## src/rtl/float_to_fixed_pipe_if.sv

```systemverilog
`default_nettype none
// ============================================================================
//  Module   : float_to_fixed_pipe_if
//  Function : Data-side bundle of the float-to-fixed converter: the float
//             input with its valid, and the fixed-point result with its flags.
//  Revision : 1.0 - initial release
// ============================================================================
interface float_to_fixed_pipe_if #(
    parameter int OUT_W = 24
);
    logic             in_valid;
    logic [31:0]      a;
    logic             out_valid;
    logic [OUT_W-1:0] q;
    logic             ovf;
    logic             nan;

    // Producer of floats / consumer of fixed-point results.
    modport master (
        output in_valid, a,
        input  out_valid, q, ovf, nan
    );

    // The converter itself.
    modport slave (
        input  in_valid, a,
        output out_valid, q, ovf, nan
    );
endinterface
`default_nettype wire

```

## src/rtl/float_to_fixed_pipe.sv

```systemverilog
`default_nettype none
// ============================================================================
//  Module   : float_to_fixed_pipe
//  Function : Four-stage IEEE-754 single to signed Q-format converter with a
//             global stall enable (unpack, shift, round/saturate, output).
//  Revision : 1.0 - initial release
// ============================================================================
module float_to_fixed_pipe #(
    parameter int OUT_W  = 24,
    parameter int FRAC_W = 12
) (
    input  wire logic             clk,
    input  wire logic             rst_n,
    input  wire logic             en,
    float_to_fixed_pipe_if.slave  bus
);
    // Magnitude carries one bit above the sign position so that 2^(OUT_W-1)
    // (legal for negatives) and the first positive overflow stay distinct.
    localparam int MW = OUT_W + 1;
    localparam int LW = OUT_W + 24;
    localparam int SW = OUT_W + 2;

    localparam logic signed [9:0] c_sh_bias = 10'(FRAC_W - 150);
    localparam logic signed [9:0] c_sh_max  = 10'(OUT_W);
    localparam logic [OUT_W-1:0]  c_max_pos = {1'b0, {(OUT_W-1){1'b1}}};
    localparam logic [OUT_W-1:0]  c_min_neg = {1'b1, {(OUT_W-1){1'b0}}};
    localparam logic [SW-1:0]     c_max_pos_x = SW'(c_max_pos);
    localparam logic [SW-1:0]     c_min_mag_x = SW'(c_min_neg);

    // ---------------- S1: unpack and classify ----------------
    logic        r1_valid, r1_s, r1_zero, r1_inf, r1_nan;
    logic [7:0]  r1_e;
    logic [23:0] r1_m;

    always_ff @(posedge clk or negedge rst_n) begin
        if (!rst_n) begin
            r1_valid <= 1'b0;
            r1_s     <= 1'b0;
            r1_e     <= '0;
            r1_m     <= '0;
            r1_zero  <= 1'b0;
            r1_inf   <= 1'b0;
            r1_nan   <= 1'b0;
        end else if (en) begin
            r1_valid <= bus.in_valid;
            r1_s     <= bus.a[31];
            r1_e     <= bus.a[30:23];
            r1_m     <= {1'b1, bus.a[22:0]};
            r1_zero  <= (bus.a[30:23] == 8'h00);
            r1_inf   <= (bus.a[30:23] == 8'hFF) && (bus.a[22:0] == 23'd0);
            r1_nan   <= (bus.a[30:23] == 8'hFF) && (bus.a[22:0] != 23'd0);
        end
    end

    // ---------------- S2: denormalise into Q-format ----------------
    logic signed [9:0] w_sh;
    logic [9:0]        w_rsh;
    logic [24:0]       w_right;
    logic [LW-1:0]     w_wide;
    logic              w_over, w_round, w_big;
    logic [MW-1:0]     w_mag;

    assign w_sh = signed'({2'b00, r1_e}) + c_sh_bias;

    always_comb begin
        w_rsh   = '0;
        w_right = '0;
        w_wide  = '0;
        w_over  = 1'b0;
        w_round = 1'b0;
        if (!w_sh[9]) begin
            // Beyond OUT_W the leading one is far past the sign bit anyway.
            if (w_sh > c_sh_max) begin
                w_over = 1'b1;
            end else begin
                w_wide = {{OUT_W{1'b0}}, r1_m} << w_sh[5:0];
            end
        end else begin
            w_rsh = -w_sh;
            if (w_rsh <= 10'd24) begin
                w_right = {r1_m, 1'b0} >> w_rsh[4:0];
                w_round = w_right[0];
                w_wide  = LW'(w_right[24:1]);
            end
        end
        w_big = w_over | (|w_wide[LW-1:MW]);
        w_mag = w_wide[MW-1:0];
    end

    logic          r2_valid, r2_s, r2_zero, r2_inf, r2_nan, r2_round, r2_big;
    logic [MW-1:0] r2_mag;

    always_ff @(posedge clk or negedge rst_n) begin
        if (!rst_n) begin
            r2_valid <= 1'b0;
            r2_s     <= 1'b0;
            r2_zero  <= 1'b0;
            r2_inf   <= 1'b0;
            r2_nan   <= 1'b0;
            r2_round <= 1'b0;
            r2_big   <= 1'b0;
            r2_mag   <= '0;
        end else if (en) begin
            r2_valid <= r1_valid;
            r2_s     <= r1_s;
            r2_zero  <= r1_zero;
            r2_inf   <= r1_inf;
            r2_nan   <= r1_nan;
            r2_round <= w_round;
            r2_big   <= w_big;
            r2_mag   <= w_mag;
        end
    end

    // ---------------- S3: round half away from zero, saturate ----------------
    logic [SW-1:0]    w_sum;
    logic [OUT_W-1:0] w_q;
    logic             w_ovf;

    assign w_sum = {1'b0, r2_mag} + SW'(r2_round);

    always_comb begin
        w_q   = '0;
        w_ovf = 1'b0;
        if (r2_nan || r2_zero) begin
            w_q = '0;
        end else if (r2_inf) begin
            w_q   = r2_s ? c_min_neg : c_max_pos;
            w_ovf = 1'b1;
        end else if (!r2_s) begin
            if (r2_big || (w_sum > c_max_pos_x)) begin
                w_q   = c_max_pos;
                w_ovf = 1'b1;
            end else begin
                w_q = w_sum[OUT_W-1:0];
            end
        end else begin
            // Negating exactly 2^(OUT_W-1) wraps to the most negative code.
            if (r2_big || (w_sum > c_min_mag_x)) begin
                w_q   = c_min_neg;
                w_ovf = 1'b1;
            end else begin
                w_q = -w_sum[OUT_W-1:0];
            end
        end
    end

    logic             r3_valid, r3_ovf, r3_nan;
    logic [OUT_W-1:0] r3_q;

    always_ff @(posedge clk or negedge rst_n) begin
        if (!rst_n) begin
            r3_valid <= 1'b0;
            r3_ovf   <= 1'b0;
            r3_nan   <= 1'b0;
            r3_q     <= '0;
        end else if (en) begin
            r3_valid <= r2_valid;
            r3_ovf   <= w_ovf;
            r3_nan   <= r2_nan;
            r3_q     <= w_q;
        end
    end

    // ---------------- S4: output register ----------------
    logic             r_out_valid, r_ovf, r_nan;
    logic [OUT_W-1:0] r_q;

    always_ff @(posedge clk or negedge rst_n) begin
        if (!rst_n) begin
            r_out_valid <= 1'b0;
            r_ovf       <= 1'b0;
            r_nan       <= 1'b0;
            r_q         <= '0;
        end else if (en) begin
            r_out_valid <= r3_valid;
            r_ovf       <= r3_ovf;
            r_nan       <= r3_nan;
            r_q         <= r3_q;
        end
    end

    assign bus.out_valid = r_out_valid;
    assign bus.q         = r_q;
    assign bus.ovf       = r_ovf;
    assign bus.nan       = r_nan;
endmodule
`default_nettype wire

```

## src/flat_wrapper.sv

```systemverilog
// flat-port wrapper written by rule: the top's interface ports become plain ports
module float_to_fixed_pipe_flat 
#(
    parameter int OUT_W  = 24,
    parameter int FRAC_W = 12
)
  (clk, rst_n, en, bus_in_valid, bus_a, bus_out_valid, bus_q, bus_ovf, bus_nan);
  float_to_fixed_pipe_if #(.OUT_W(OUT_W)) bus_i ();
  input  wire logic clk;
  input  wire logic rst_n;
  input  wire logic en;
  input wire logic [$bits(bus_i.in_valid)-1:0] bus_in_valid;
  input wire logic [$bits(bus_i.a)-1:0] bus_a;
  output wire logic [$bits(bus_i.out_valid)-1:0] bus_out_valid;
  output wire logic [$bits(bus_i.q)-1:0] bus_q;
  output wire logic [$bits(bus_i.ovf)-1:0] bus_ovf;
  output wire logic [$bits(bus_i.nan)-1:0] bus_nan;
  assign bus_i.in_valid = bus_in_valid;
  assign bus_i.a = bus_a;
  assign bus_out_valid = bus_i.out_valid;
  assign bus_q = bus_i.q;
  assign bus_ovf = bus_i.ovf;
  assign bus_nan = bus_i.nan;
  float_to_fixed_pipe #(.OUT_W(OUT_W), .FRAC_W(FRAC_W)) u_core (.clk(clk), .rst_n(rst_n), .en(en), .bus(bus_i));
endmodule
```

## config.mk

```make
export PLATFORM = sky130hd
export DESIGN_NAME = float_to_fixed_pipe_flat
export DESIGN_NICKNAME = d
export VERILOG_FILES = /design/src/rtl/float_to_fixed_pipe_if.sv /design/src/rtl/float_to_fixed_pipe.sv /design/src/flat_wrapper.sv
export SDC_FILE = /design/constraint.sdc
export NUM_CORES = 1
export LEC_CHECK = 0
export ABC_CLOCK_PERIOD_IN_PS = 4400
export CORE_MARGIN = 3
export CORE_UTILIZATION = 31
export DETAILED_ROUTE_END_ITERATION = 12
export PLACE_DENSITY_LB_ADDON = 0.1
export SLEW_MARGIN = 20
export SYNTH_ARGS = -nofsm -noshare
export SYNTH_HDL_FRONTEND = slang
export SYNTH_SLANG_ARGS = --single-unit
```

## constraint.sdc

```tcl
create_clock -name clk -period 4.4 [get_ports clk]
set_clock_uncertainty 0.15 [all_clocks]
set_input_delay 0.88 -clock clk [delete_from_list [all_inputs] [get_ports clk]]
set_output_delay 0.88 -clock clk [all_outputs]
set_load 0.01 [all_outputs]
```

==> out/results.ini <==
[grt]
grt_max_degree=74
grt_antenna_before_repair=0
grt_pass1_wl_mm=47.89
grt_pass1_vias=8127
grt-ovfl-total=0
grt_util_all_layers=0.1836

[layout]
areaGrowthSynthToFinish_pct=16.83
antenna_cells=0
drive_gt1_frac=0.1800
seq_area_sq_um=3079
fin_nets=1091
multi_input_area_sq_um=5924
nFillCells=3100
layout_common_cells=nor2_1, dfrtp_1, mux2_2, nand2_1, clkdlybuf4s50_1
final_area_sq_um=10980
final_common_cell=nor2_1

[synthesis]
synth-edff-count=0
syn-num-nets=1065
ys_ff_latch=123
ys_async_sr_fraction=1.000
postSynthAreaPerCell_sq_um=9.194
ys.flop_type=dfrtp_1
ys_warn_count=0
synth_cell_types=73
netlist_area_sq_um=9397
synthCells=1022
synth-seq-area-share=0.3276

[die]
dieWidth_um=180.1
initial_core_util=0.3154
core_area_sq_um=29800
ioPinCount=63
die_h_um=180.1
fp.dieArea_sq_um=32440
placementRows=63

[worst_hold_path]
worstHoldPathCells=2
min_from=u_core.r1_s
hold_path_class=reg2reg
min_to=u_core.r2_s

[setup_path]
r2r_end=u_core.r3_q[16]
path_cells=ha_1 > ha_1 > nand4_1 > buf_4 > nor4_1 > a211oi_2 > a2111o_1 > a2111oi_4 > a31oi_4 > a21o_1 > buf_4 > a22oi_1
slowest_stage=a2111o_1
max_stage_delay_ns=0.53
critical_path_arrival_ns=4.23
worst-setup-path-type=reg2reg
crit_path_start_kind=flip-flop
crit_buf_inv=2
end_kind=flip-flop
path_max_fanout=13
r2r_slack_ns=0.36
r2r_start=u_core.r2_round
reg2reg_depth=12
cp.required_ns=4.59
path_delay_family=compound AO/OA/AOI/OAI gates

[cts]
cts_hold_buffers=0
clockRootBuffer=clkbuf_16
post_cts_buffers=0
clockBufferDepth=2
worstSkewPairLatency_ns=0.43
cts_tree=built
cts-buffers-inserted=17
cts_resized=0
clk_pin_slew_ns=0.08
cts_sinks=123
htree_levels=4

[route]
vias=8255
drt_iter0_drc=668
drtAntennaViolNets=0
drc=0
firstDrtPassIters=5
wire_per_inst_um=20.42
drt_wl_total_mm=29.62
vias_per_cell=5.689

[sta]
hold_violations=0
min_period_ns=4.039
worst_pin_slew_ns=0.9021
setup_tns_ns=0
clock.fmax_mhz=247.6
relSlewSlack=0.3943
fin_crit_sh=0.9180
drv_slew=0
setup_slack_ns=0.3607
rsz0062_at_grt=false
setup-violations-final=0

[run_status]
status=finished, final reports clean

[place]
io_buffers=62
dp_hpwl_mm=21.91
routabilityCongestion=0.8591
dpl_worst_slack_ns=0.4100
placedInstanceArea_sq_um=10380

[power_and_ir_drop]
power_density_nw_per_um2=423.9
irDropWorstVdd_mv=0.2547
p_leak_nw=4.208

[flow_run]
cap_violations=0

## sequential cells by signal, indices dropped and copies added, names as in the netlist, 8 cells and up
register,flops
u_core.r1_m,24
u_core.r3_q,24
u_core.bus.q,24
u_core.r1_e,8
u_core.r2_mag,25
## Yosys cell counts, types with 13 or more instances
cell type	count	area (sq um)
mux4_2	25	563.0
mux2i_1	53	530.5
xor2_1	20	175.2
xnor2_1	28	245.2
mux2_2	80	900.9
and3_1	13	81.33
a21oi_1	57	285.3
nor3_1	24	120.1
clkbuf_1	45	168.9
inv_1	13	48.80
nand2_1	73	274.0
buf_1	19	71.32
a31oi_1	17	106.4
dfrtp_1	123	3078
nor4_1	15	93.84
nand4_1	24	150.1
nand3_1	26	130.1
o21ai_0	42	210.2
o211ai_1	16	120.1
nor2_1	132	495.5
## worst max path at each step
stage / depth (start not counted) / end / start / slack (ns)
final: 12 / u_core.r3_q[16] / u_core.r2_round / 0.36
after global routing: 12 / u_core.r3_q[2] / u_core.r2_round / 0.04
after CTS: 12 / u_core.r3_q[16] / u_core.r2_round / 0.37
after detailed placement: 12 / u_core.r3_q[16] / u_core.r2_round / 0.41
after global placement: 12 / u_core.r3_q[16] / u_core.r2_mag[0] / 0.47
after floorplan: 15 / u_core.r2_mag[5] / u_core.r1_e[0] / 0.77
## where the power goes
| group | switching, mW | total [mW] | internal [mW] |
|---|---|---|---|
| registers | 0.205 | 1.51 | 1.30 |
| clock network | 0.695 | 1.46 | 0.766 |
| logic | 0.933 | 1.68 | 0.750 |
## area by class of cell
cell class	instances	share of cell area
flip-flops and latches	123	0.2805
multi-input cells	802	0.5397
repair buffers	88	0.07534
well taps	390	0.04445
clock inverters	15	0.01584
clock buffers	17	0.03875
inverters	16	0.005471
## kinds of logic (layout without fill, tap and decap cells)
family / Yosys count / count (layout) / share of synthesized area
AO/OA/AOI/OAI: 238 / 238 / 0.1858
AND/OR/NAND/NOR: 351 / 351 / 0.1768
multiplexers: 158 / 158 / 0.2123
adder cells (fa/ha/maj): 7 / 7 / 0.009320
buffers and inverters: 97 / 136 / 0.04354
XOR/XNOR: 48 / 48 / 0.04474
flip-flops: 123 / 123 / 0.3276
## tightest hold or removal path, cell delays in order, from the launching register on
cell and delay [ns]:
dfrtp_1 0.34, nand2_1 0.05, o21ai_0 0.06
## through the flow
stage	hold WS, ns	total power [mW]	instances	utilization
after detailed placement	0.3207	3.207	1419	0.3483
after floorplan	0.2992	2.602	1022	-
after global placement	0.3216	3.211	1419	0.3483
after CTS	0.3412	4.697	1451	0.3684
final	0.3299	4.654	1451	0.3684
after global routing	0.3527	4.942	1451	0.3684
## per-layer routing
metal / GRT usage / routed length [um] / vias up
met4: 0.04421 / 406 / 0
li1: - / - / 3903
met2: 0.2737 / 12910 / 229
met3: 0.02685 / 1612 / 24
met5: 0 / 0 / -
met1: 0.2799 / 14700 / 4099
Power figures use the tool's default switching activity.
